## src/rtl/rv32i_pkg.sv

```systemverilog
// +------------------------------------------------------------------+
// | rv32i_pkg : shared types and constants for the pipeline control   |
// | Rev 1.0                                                          |
// +------------------------------------------------------------------+
`default_nettype none

package rv32i_pkg;

    typedef enum logic [1:0] {
        RUN      = 2'd0,
        MEM_WAIT = 2'd1,
        ERROR    = 2'd2
    } ctrl_state_t;

    localparam logic [1:0] FWD_RF = 2'b00;
    localparam logic [1:0] FWD_W  = 2'b01;
    localparam logic [1:0] FWD_M  = 2'b10;

    // x0 is hard-wired zero, so a write to it never produces a forwardable value
    function automatic logic [1:0] fwd_sel(
        input logic [4:0] rs,
        input logic [4:0] rd_m,
        input logic       wr_m,
        input logic [4:0] rd_w,
        input logic       wr_w
    );
        logic [1:0] sel;
        sel = FWD_RF;
        if (rs != 5'd0) begin
            if (wr_m && (rd_m == rs)) begin
                sel = FWD_M;
            end else if (wr_w && (rd_w == rs)) begin
                sel = FWD_W;
            end
        end
        return sel;
    endfunction

endpackage

`default_nettype wire

```

## src/rtl/hazard_fwd_unit.sv

```systemverilog
// +------------------------------------------------------------------+
// | hazard_fwd_unit : combinational load-use detect and E forwarding  |
// | Rev 1.0                                                          |
// +------------------------------------------------------------------+
`default_nettype none

module hazard_fwd_unit
    import rv32i_pkg::*;
(
    input  logic [4:0] rs1D,
    input  logic [4:0] rs2D,
    input  logic [4:0] rs1E,
    input  logic [4:0] rs2E,
    input  logic [4:0] rdE,
    input  logic [2:0] mem_loadE,
    input  logic       reg_writeE,
    input  logic [4:0] rdM,
    input  logic       reg_writeM,
    input  logic [4:0] rdW,
    input  logic       reg_writeW,
    output logic       load_use,
    output logic [1:0] fwd_aE,
    output logic [1:0] fwd_bE
);

    logic load_in_e;

    assign load_in_e = (mem_loadE != 3'd0) && reg_writeE && (rdE != 5'd0);
    assign load_use  = load_in_e && ((rdE == rs1D) || (rdE == rs2D));

    assign fwd_aE = fwd_sel(rs1E, rdM, reg_writeM, rdW, reg_writeW);
    assign fwd_bE = fwd_sel(rs2E, rdM, reg_writeM, rdW, reg_writeW);

endmodule

`default_nettype wire

```

## src/rtl/pipeline_ctrl.sv

```systemverilog
// +------------------------------------------------------------------+
// | pipeline_ctrl : hazard, memory-wait and flush control for 5-stage |
// | Rev 1.0                                                          |
// +------------------------------------------------------------------+
`default_nettype none

module pipeline_ctrl
    import rv32i_pkg::*;
#(
    parameter int TIMEOUT = 16,
    parameter int CNT_W   = 32
) (
    input  logic             CLK,
    input  logic             NRST,
    input  logic [4:0]       rs1D,
    input  logic [4:0]       rs2D,
    input  logic [4:0]       rs1E,
    input  logic [4:0]       rs2E,
    input  logic [4:0]       rdE,
    input  logic [2:0]       mem_loadE,
    input  logic             reg_writeE,
    input  logic [4:0]       rdM,
    input  logic             reg_writeM,
    input  logic [2:0]       mem_loadM,
    input  logic [1:0]       mem_storeM,
    input  logic [4:0]       rdW,
    input  logic             reg_writeW,
    input  logic             branch_takenE,
    input  logic             dmem_ready,
    output logic             dmem_req,
    output logic             en_pc,
    output logic             en_fd,
    output logic             en_de,
    output logic             en_em,
    output logic             flush_fd,
    output logic             flush_de,
    output logic             flush_mw,
    output logic [1:0]       fwd_aE,
    output logic [1:0]       fwd_bE,
    output logic             bus_err,
    output logic [CNT_W-1:0] stall_cnt
);

    localparam int              WC_W      = $clog2(TIMEOUT);
    localparam logic [WC_W-1:0] WAIT_LAST = WC_W'(TIMEOUT - 1);

    ctrl_state_t     state;
    ctrl_state_t     state_nxt;
    logic [WC_W-1:0] wait_cnt;
    logic [WC_W-1:0] wait_cnt_nxt;
    logic            err_set;
    logic            load_use;
    logic            memop;

    hazard_fwd_unit u_hazard_fwd (
        .rs1D       (rs1D),
        .rs2D       (rs2D),
        .rs1E       (rs1E),
        .rs2E       (rs2E),
        .rdE        (rdE),
        .mem_loadE  (mem_loadE),
        .reg_writeE (reg_writeE),
        .rdM        (rdM),
        .reg_writeM (reg_writeM),
        .rdW        (rdW),
        .reg_writeW (reg_writeW),
        .load_use   (load_use),
        .fwd_aE     (fwd_aE),
        .fwd_bE     (fwd_bE)
    );

    assign memop = (mem_loadM != 3'd0) || (mem_storeM != 2'd0);

    // Gated by NRST so the request drops the instant reset asserts
    assign dmem_req = NRST && memop && (state != ERROR);

    always_ff @(posedge CLK or negedge NRST) begin
        if (!NRST) begin
            state    <= RUN;
            wait_cnt <= '0;
        end else begin
            state    <= state_nxt;
            wait_cnt <= wait_cnt_nxt;
        end
    end

    always_comb begin
        state_nxt    = state;
        wait_cnt_nxt = wait_cnt;
        err_set      = 1'b0;
        en_pc        = 1'b1;
        en_fd        = 1'b1;
        en_de        = 1'b1;
        en_em        = 1'b1;
        flush_fd     = 1'b0;
        flush_de     = 1'b0;
        flush_mw     = 1'b0;

        case (state)
            RUN: begin
                if (memop && !dmem_ready) begin
                    {en_pc, en_fd, en_de, en_em} = 4'b0000;
                    flush_mw     = 1'b1;
                    state_nxt    = MEM_WAIT;
                    wait_cnt_nxt = '0;
                end else if (branch_takenE) begin
                    flush_fd = 1'b1;
                    flush_de = 1'b1;
                end else if (load_use) begin
                    en_pc    = 1'b0;
                    en_fd    = 1'b0;
                    flush_de = 1'b1;
                end
            end
            MEM_WAIT: begin
                if (dmem_ready) begin
                    // Release cycle: a branch frozen in E takes effect now
                    state_nxt    = RUN;
                    wait_cnt_nxt = '0;
                    flush_fd     = branch_takenE;
                    flush_de     = branch_takenE;
                end else begin
                    {en_pc, en_fd, en_de, en_em} = 4'b0000;
                    flush_mw = 1'b1;
                    if (wait_cnt == WAIT_LAST) begin
                        state_nxt = ERROR;
                        err_set   = 1'b1;
                    end else begin
                        wait_cnt_nxt = wait_cnt + WC_W'(1);
                    end
                end
            end
            ERROR: begin
                {en_pc, en_fd, en_de, en_em} = 4'b0000;
                flush_mw = 1'b1;
            end
            default: begin
                {en_pc, en_fd, en_de, en_em} = 4'b0000;
                flush_mw  = 1'b1;
                state_nxt = RUN;
            end
        endcase
    end

    always_ff @(posedge CLK or negedge NRST) begin
        if (!NRST) begin
            bus_err <= 1'b0;
        end else if (err_set) begin
            bus_err <= 1'b1;
        end
    end

    always_ff @(posedge CLK or negedge NRST) begin
        if (!NRST) begin
            stall_cnt <= '0;
        end else if (!en_pc && (stall_cnt != {CNT_W{1'b1}})) begin
            stall_cnt <= stall_cnt + CNT_W'(1);
        end
    end

endmodule

`default_nettype wire

```

## config.mk

```make
export PLATFORM = sky130hd
export DESIGN_NAME = pipeline_ctrl
export DESIGN_NICKNAME = d
export VERILOG_FILES = /design/src/rtl/rv32i_pkg.sv /design/src/rtl/hazard_fwd_unit.sv /design/src/rtl/pipeline_ctrl.sv
export SDC_FILE = /design/constraint.sdc
export NUM_CORES = 1
export LEC_CHECK = 0
export BUFFER_PORTS_ARGS = -buffer_cell sky130_fd_sc_hd__buf_2
export CORE_MARGIN = 8
export CORE_UTILIZATION = 53
export CTS_CLUSTER_DIAMETER = 120
export DETAILED_ROUTE_END_ITERATION = 10
export PLACE_DENSITY = 0.83
export SLEW_MARGIN = 20
export SYNTH_ARGS = -nofsm -noshare
export SYNTH_HDL_FRONTEND = slang
export SYNTH_HIERARCHICAL = 1
export SYNTH_SLANG_ARGS = --single-unit
```

## constraint.sdc

```tcl
create_clock -name CLK -period 2.65 [get_ports CLK]
set_input_delay 0 -clock CLK [delete_from_list [all_inputs] [get_ports CLK]]
set_output_delay 0 -clock CLK [all_outputs]
set_load 0.03 [all_outputs]
```

## Word-level counts from Yosys, hierarchy flattened

Cells that the tools add are included.
W data, S select, Z words.

- Add/subtract/negate cells: 2
- Eq/ne operators: 14
- Mux-type cells: 35
- Bitwise gates (word level): 1
- Reduce and logical (&&, ||, !) cells: 25

Operators by type and width:

| operator | count |
|---|---|
| $add A32 B1 Y32 const B | 1 |
| $ne A32 B32 Y1 const B | 1 |
| $eq A5 B5 Y1 | 6 |
| $mux W1 | 18 |
| $reduce_bool A5 Y1 | 3 |
| $mux W2 | 7 |
| $mux W4 | 3 |
| $logic_and A1 B1 Y1 | 11 |
| $pmux W1 S2 | 5 |
| $pmux W4 S2 | 1 |
| $ne A3 B3 Y1 const B | 2 |
| $pmux W2 S3 | 1 |
| $reduce_and A3 Y1 | 2 |
| $reduce_bool A3 Y1 | 2 |
| $add A4 B1 Y4 const B | 1 |
| $eq A4 B4 Y1 const B | 1 |
| $ne A2 B2 Y1 const B | 2 |
| $reduce_bool A2 Y1 | 2 |
| $eq A2 B1 Y1 const B | 1 |
| $eq A2 B2 Y1 const B | 1 |
| $logic_not A1 Y1 | 2 |
| $logic_not A2 Y1 | 1 |
| $logic_or A1 B1 Y1 | 2 |
| $not A1 Y1 | 1 |

- Register bits: 39
- Input bits: 50
- Output and inout port bits: 45
- Logic and storage cells: 81

## Depth between registers and ports, before layout

- Depth after elaboration: 10
- Mapped depth: 9
- Gate-level depth less buffers: 8

## By module

Netlist, hierarchy kept.

Modules (own cells, without submodules):

| module | times used | cells each | area an instance (um^2) | seq. area each (um^2) |
|---|---|---|---|---|
| pipeline_ctrl | 1 | 202 | 2074.5 | 975.9 |
| hazard_fwd_unit | 1 | 55 | 399.1 | 0.0 |

## Least setup slack after synthesis

OpenSTA, ideal clock, no wires.

- Path kind: reg-to-reg
- Start point: register stall_cnt[18]
- End point: register stall_cnt[1]
- Setup time: 0.125 ns
- Data arrival time: 1.879 ns
- Data required time: 2.525 ns
- Slack: 0.646 ns
- Stages on the path, launching flop included: 7
- Buffers on the path: 1
- Clock period less this slack: 2.004 ns
- Path through: dfrtp_1 > nand3_2 > nor4_4 > and4_1 > buf_6 > nor2_4 > mux2_4

- Longest elaborated chain between the ends: 2

Ends and longest elaborated chain:

| item | RTL line | text |
|---|---|---|
| from (decl) | pipeline_ctrl.sv:41 | `output logic [CNT_W-1:0] stall_cnt` |
| from (signal assigned) | pipeline_ctrl.sv:157 | `stall_cnt <= stall_cnt + CNT_W'(1);` |
| $ne A32 B32 Y1 | pipeline_ctrl.sv:156 | `end else if (!en_pc && (stall_cnt != {CNT_W{1'b1}})) begin` |
| $logic_and A1 B1 Y1 | pipeline_ctrl.sv:156 |  |

Every way passes these cells.
A chain may end at the register's enable or synchronous reset.

## Worst setup path in the final report

- Start point: register stall_cnt[27]
- End point: register stall_cnt[1]

The elaborated chain is that of the path after synthesis.

==> impl_metrics.env <==
export IMPL_grt_max_degree=41
export IMPL_setup_violations=0
export IMPL_pin_count=95
export IMPL_syn_num_nets=309
export IMPL_period_needed_ns=2.177
export IMPL_antenna_left=0
export IMPL_hold_buffers=2
export IMPL_cpLargestDelayFamily="simple AND/OR/NAND/NOR gates"
export IMPL_grt_use_total_pct=17.78
export IMPL_r2r_slack_ns=0.47
export IMPL_fmax_ghz=0.4593
export IMPL_use_met3_pct=5.905
export IMPL_antenna_found_initial=0
export IMPL_synth_area_um2=2474
export IMPL_fp_dieH_um=84.32
export IMPL_wl_um=6300
export IMPL_dr_total_vias=2289
export IMPL_drc=0
export IMPL_cap_violations=0
export IMPL_p_per_area_nw_per_um2=716.0
export IMPL_cp_data_arrival_time_ns=2.35
export IMPL_antenna_cells=0
export IMPL_post_route_util_pct=66.94
export IMPL_ys_top_cells_by_area="dfrtp_1 39%, xor2_1 16%, xnor2_1 6.4%"
export IMPL_ctsRootBufferMaster="clkbuf_8"
export IMPL_seq_area_frac_synth_pct=39.45
export IMPL_ys_warn_count=6
export IMPL_grt_overflow_total=0
export IMPL_rsz0062_at_grt="false"
export IMPL_slowest_delay_ns=0.44
export IMPL_grt_first_pass_wirelength_um=10820
export IMPL_synth_edff_count=0
export IMPL_ys_seq_elements=39
export IMPL_synthArstFlopShare_pct=100.0
export IMPL_cp_required_ns=2.83
export IMPL_synth_top_area_share_pct=39.45
export IMPL_power_total_w=0.002204
export IMPL_dp_hpwl_um=5033
export IMPL_slew_viol_final=0
export IMPL_fp_row_count=25
export IMPL_hp_class="input port to async pin"
export IMPL_drive_gt1_share_pct=32.40
export IMPL_tightestPinTransition_ns=0.5747
export IMPL_worst_path_buf_inv=1
export IMPL_wl_per_cell_um=15.29
export IMPL_cts_sinks=39
export IMPL_leakage_nw=1.450
export IMPL_whs_ns=0.2965
export IMPL_relSlewSlack_pct=61.60
export IMPL_drt_iter0_markers=68
export IMPL_cts_buffers=5
export IMPL_use_met1_pct=20.18
export IMPL_cp_end_kind="register"
export IMPL_start_util_pct=53.80
export IMPL_clkSlewWorstSetupHoldPaths_ns=0.07
export IMPL_rr_worst_depth=6
export IMPL_grt_pass1_vias=2329
export IMPL_fin_crit_sh_pct=82.16
export IMPL_path_cells="nand4_1 > nor4_4 > and4_1 > buf_4 > nor2_4 > mux2_4"
export IMPL_nNetsFinal=409
export IMPL_dr_pass1_iters=4
export IMPL_area_growth_pct=24.43
export IMPL_portBuffers=94
export IMPL_critPathMaxFanout=21
export IMPL_final_hold_violation_count=0
export IMPL_max_clock_path_buffers=2
export IMPL_cts_tree="built"
export IMPL_startpoint_type="register"
export IMPL_setup_tns_ns=0
export IMPL_syn_area_per_cell_um2=9.625
export IMPL_core_area_um2=4598
export IMPL_grt_busiest_layer="met2"
export IMPL_synth_most_common_cell="xor2_1"
export IMPL_synth_cell_types=36
export IMPL_post_route_worst_setup_slack_ns=0.4727
export IMPL_cp_num_cells=6
export IMPL_htreeDepth=2
export IMPL_netlist_instances=257
export IMPL_fp_dieW_um=84.32
export IMPL_dpl_worst_slack_ns=0.4761
export IMPL_yosys_area_top_type="dfrtp_1"
export IMPL_status="finished clean"
export IMPL_via_per_inst=5.556
export IMPL_cts_setup_buffers=0
export IMPL_synth_flop_cell="dfrtp_1"
export IMPL_place_congestion=0.8844
export IMPL_max_vdd_ir_drop_v=0.0006355
export IMPL_synth_common_cells="44 x xor2_1, 39 x dfrtp_1, 22 x nand2_1"
export IMPL_fin_skew_ns=0.003120
export IMPL_cts_resized=0
export IMPL_dieArea_um2=7109
export IMPL_fillers=392
export IMPL_clock_latency_ns=0.29
export IMPL_critPathSlowestCell="dfrtp_1"
export IMPL_grt_met2_usage_pct=30.78
export IMPL_criticalPathCategory="register to register"
## worst min-delay path, stage by stage
cell and delay (ns):
dlygate4sd3_1 0.52, buf_2 0.09, buf_4 0.42
## state kept, by name, indices dropped and copies added (netlist names)
name	cells
bus_err	1
stall_cnt	32
state	2
wait_cnt	4
## through the flow
step,instance area (µm²),cells
after floorplan,2474,257
after global placement,2958,402
after detailed placement,2958,402
after CTS,3078,412
after global routing,3078,412
final,3078,412
## final timing paths
kind | from | end
max in group asynchronous | NRST | stall_cnt[7]
min in group CLK | mem_storeM[0] | state[0]
min reg2reg | stall_cnt[10] | stall_cnt[10]
max | stall_cnt[27] | stall_cnt[1]
min | NRST | stall_cnt[19]
max reg2reg | stall_cnt[27] | stall_cnt[1]
## report_power, final
part	total [W]	internal (W)	leakage, nW	switching [W]
clock	0.000433	0.000237	0.0515	0.000196
combinational	0.000867	0.000297	0.941	0.000570
sequential	0.000904	0.000730	0.457	0.000174
## kinds of logic (layout without fill, tap and decap cells)
logic type | count (synthesis) | count (layout) | share of synthesized area (%)
flops | 39 | 39 | 39.45
mux | 1 | 1 | 0.6068
xor+xnor | 62 | 62 | 21.95
fa+ha+maj | 2 | 2 | 1.011
compound gates | 17 | 17 | 4.603
simple gates | 124 | 124 | 28.23
buf+inv | 12 | 113 | 4.147
## placed cells by master (no fill, tap or decap), types with 3 or more instances in the layout
cell type | netlist | routed
a21oi_1 | 4 | 4
and3_1 | 3 | 3
buf_2 | 0 | 94
buf_4 | 2 | 4
clkbuf_8 | 0 | 7
dfrtp_1 | 39 | 39
inv_1 | 5 | 5
nand2_1 | 22 | 22
nand2b_1 | 3 | 3
nand3_1 | 16 | 16
nand4_1 | 10 | 10
nor2_1 | 20 | 20
nor3_1 | 20 | 20
nor4_1 | 12 | 12
nor4b_1 | 3 | 3
o21ai_0 | 7 | 7
xnor2_1 | 18 | 18
xor2_1 | 44 | 44
## final cells by class
cell class              count  area, µm²  area share [%]
well taps                  54      67.56           2.195
flip-flops and latches     39      975.9           31.71
inverters                   5      18.77          0.6098
clock buffers               8      100.1           3.252
repair buffers            100      520.5           16.91
multi-input cells         206       1395           45.33
## routing by layer
metal | wire [µm] | vias to the layer above
met2 | 3133 | 85
met5 | 0 | -
met1 | 2577 | 1085
li1 | - | 1111
met4 | 70 | 0
met3 | 518 | 8
Power figures use the tool's default switching activity.
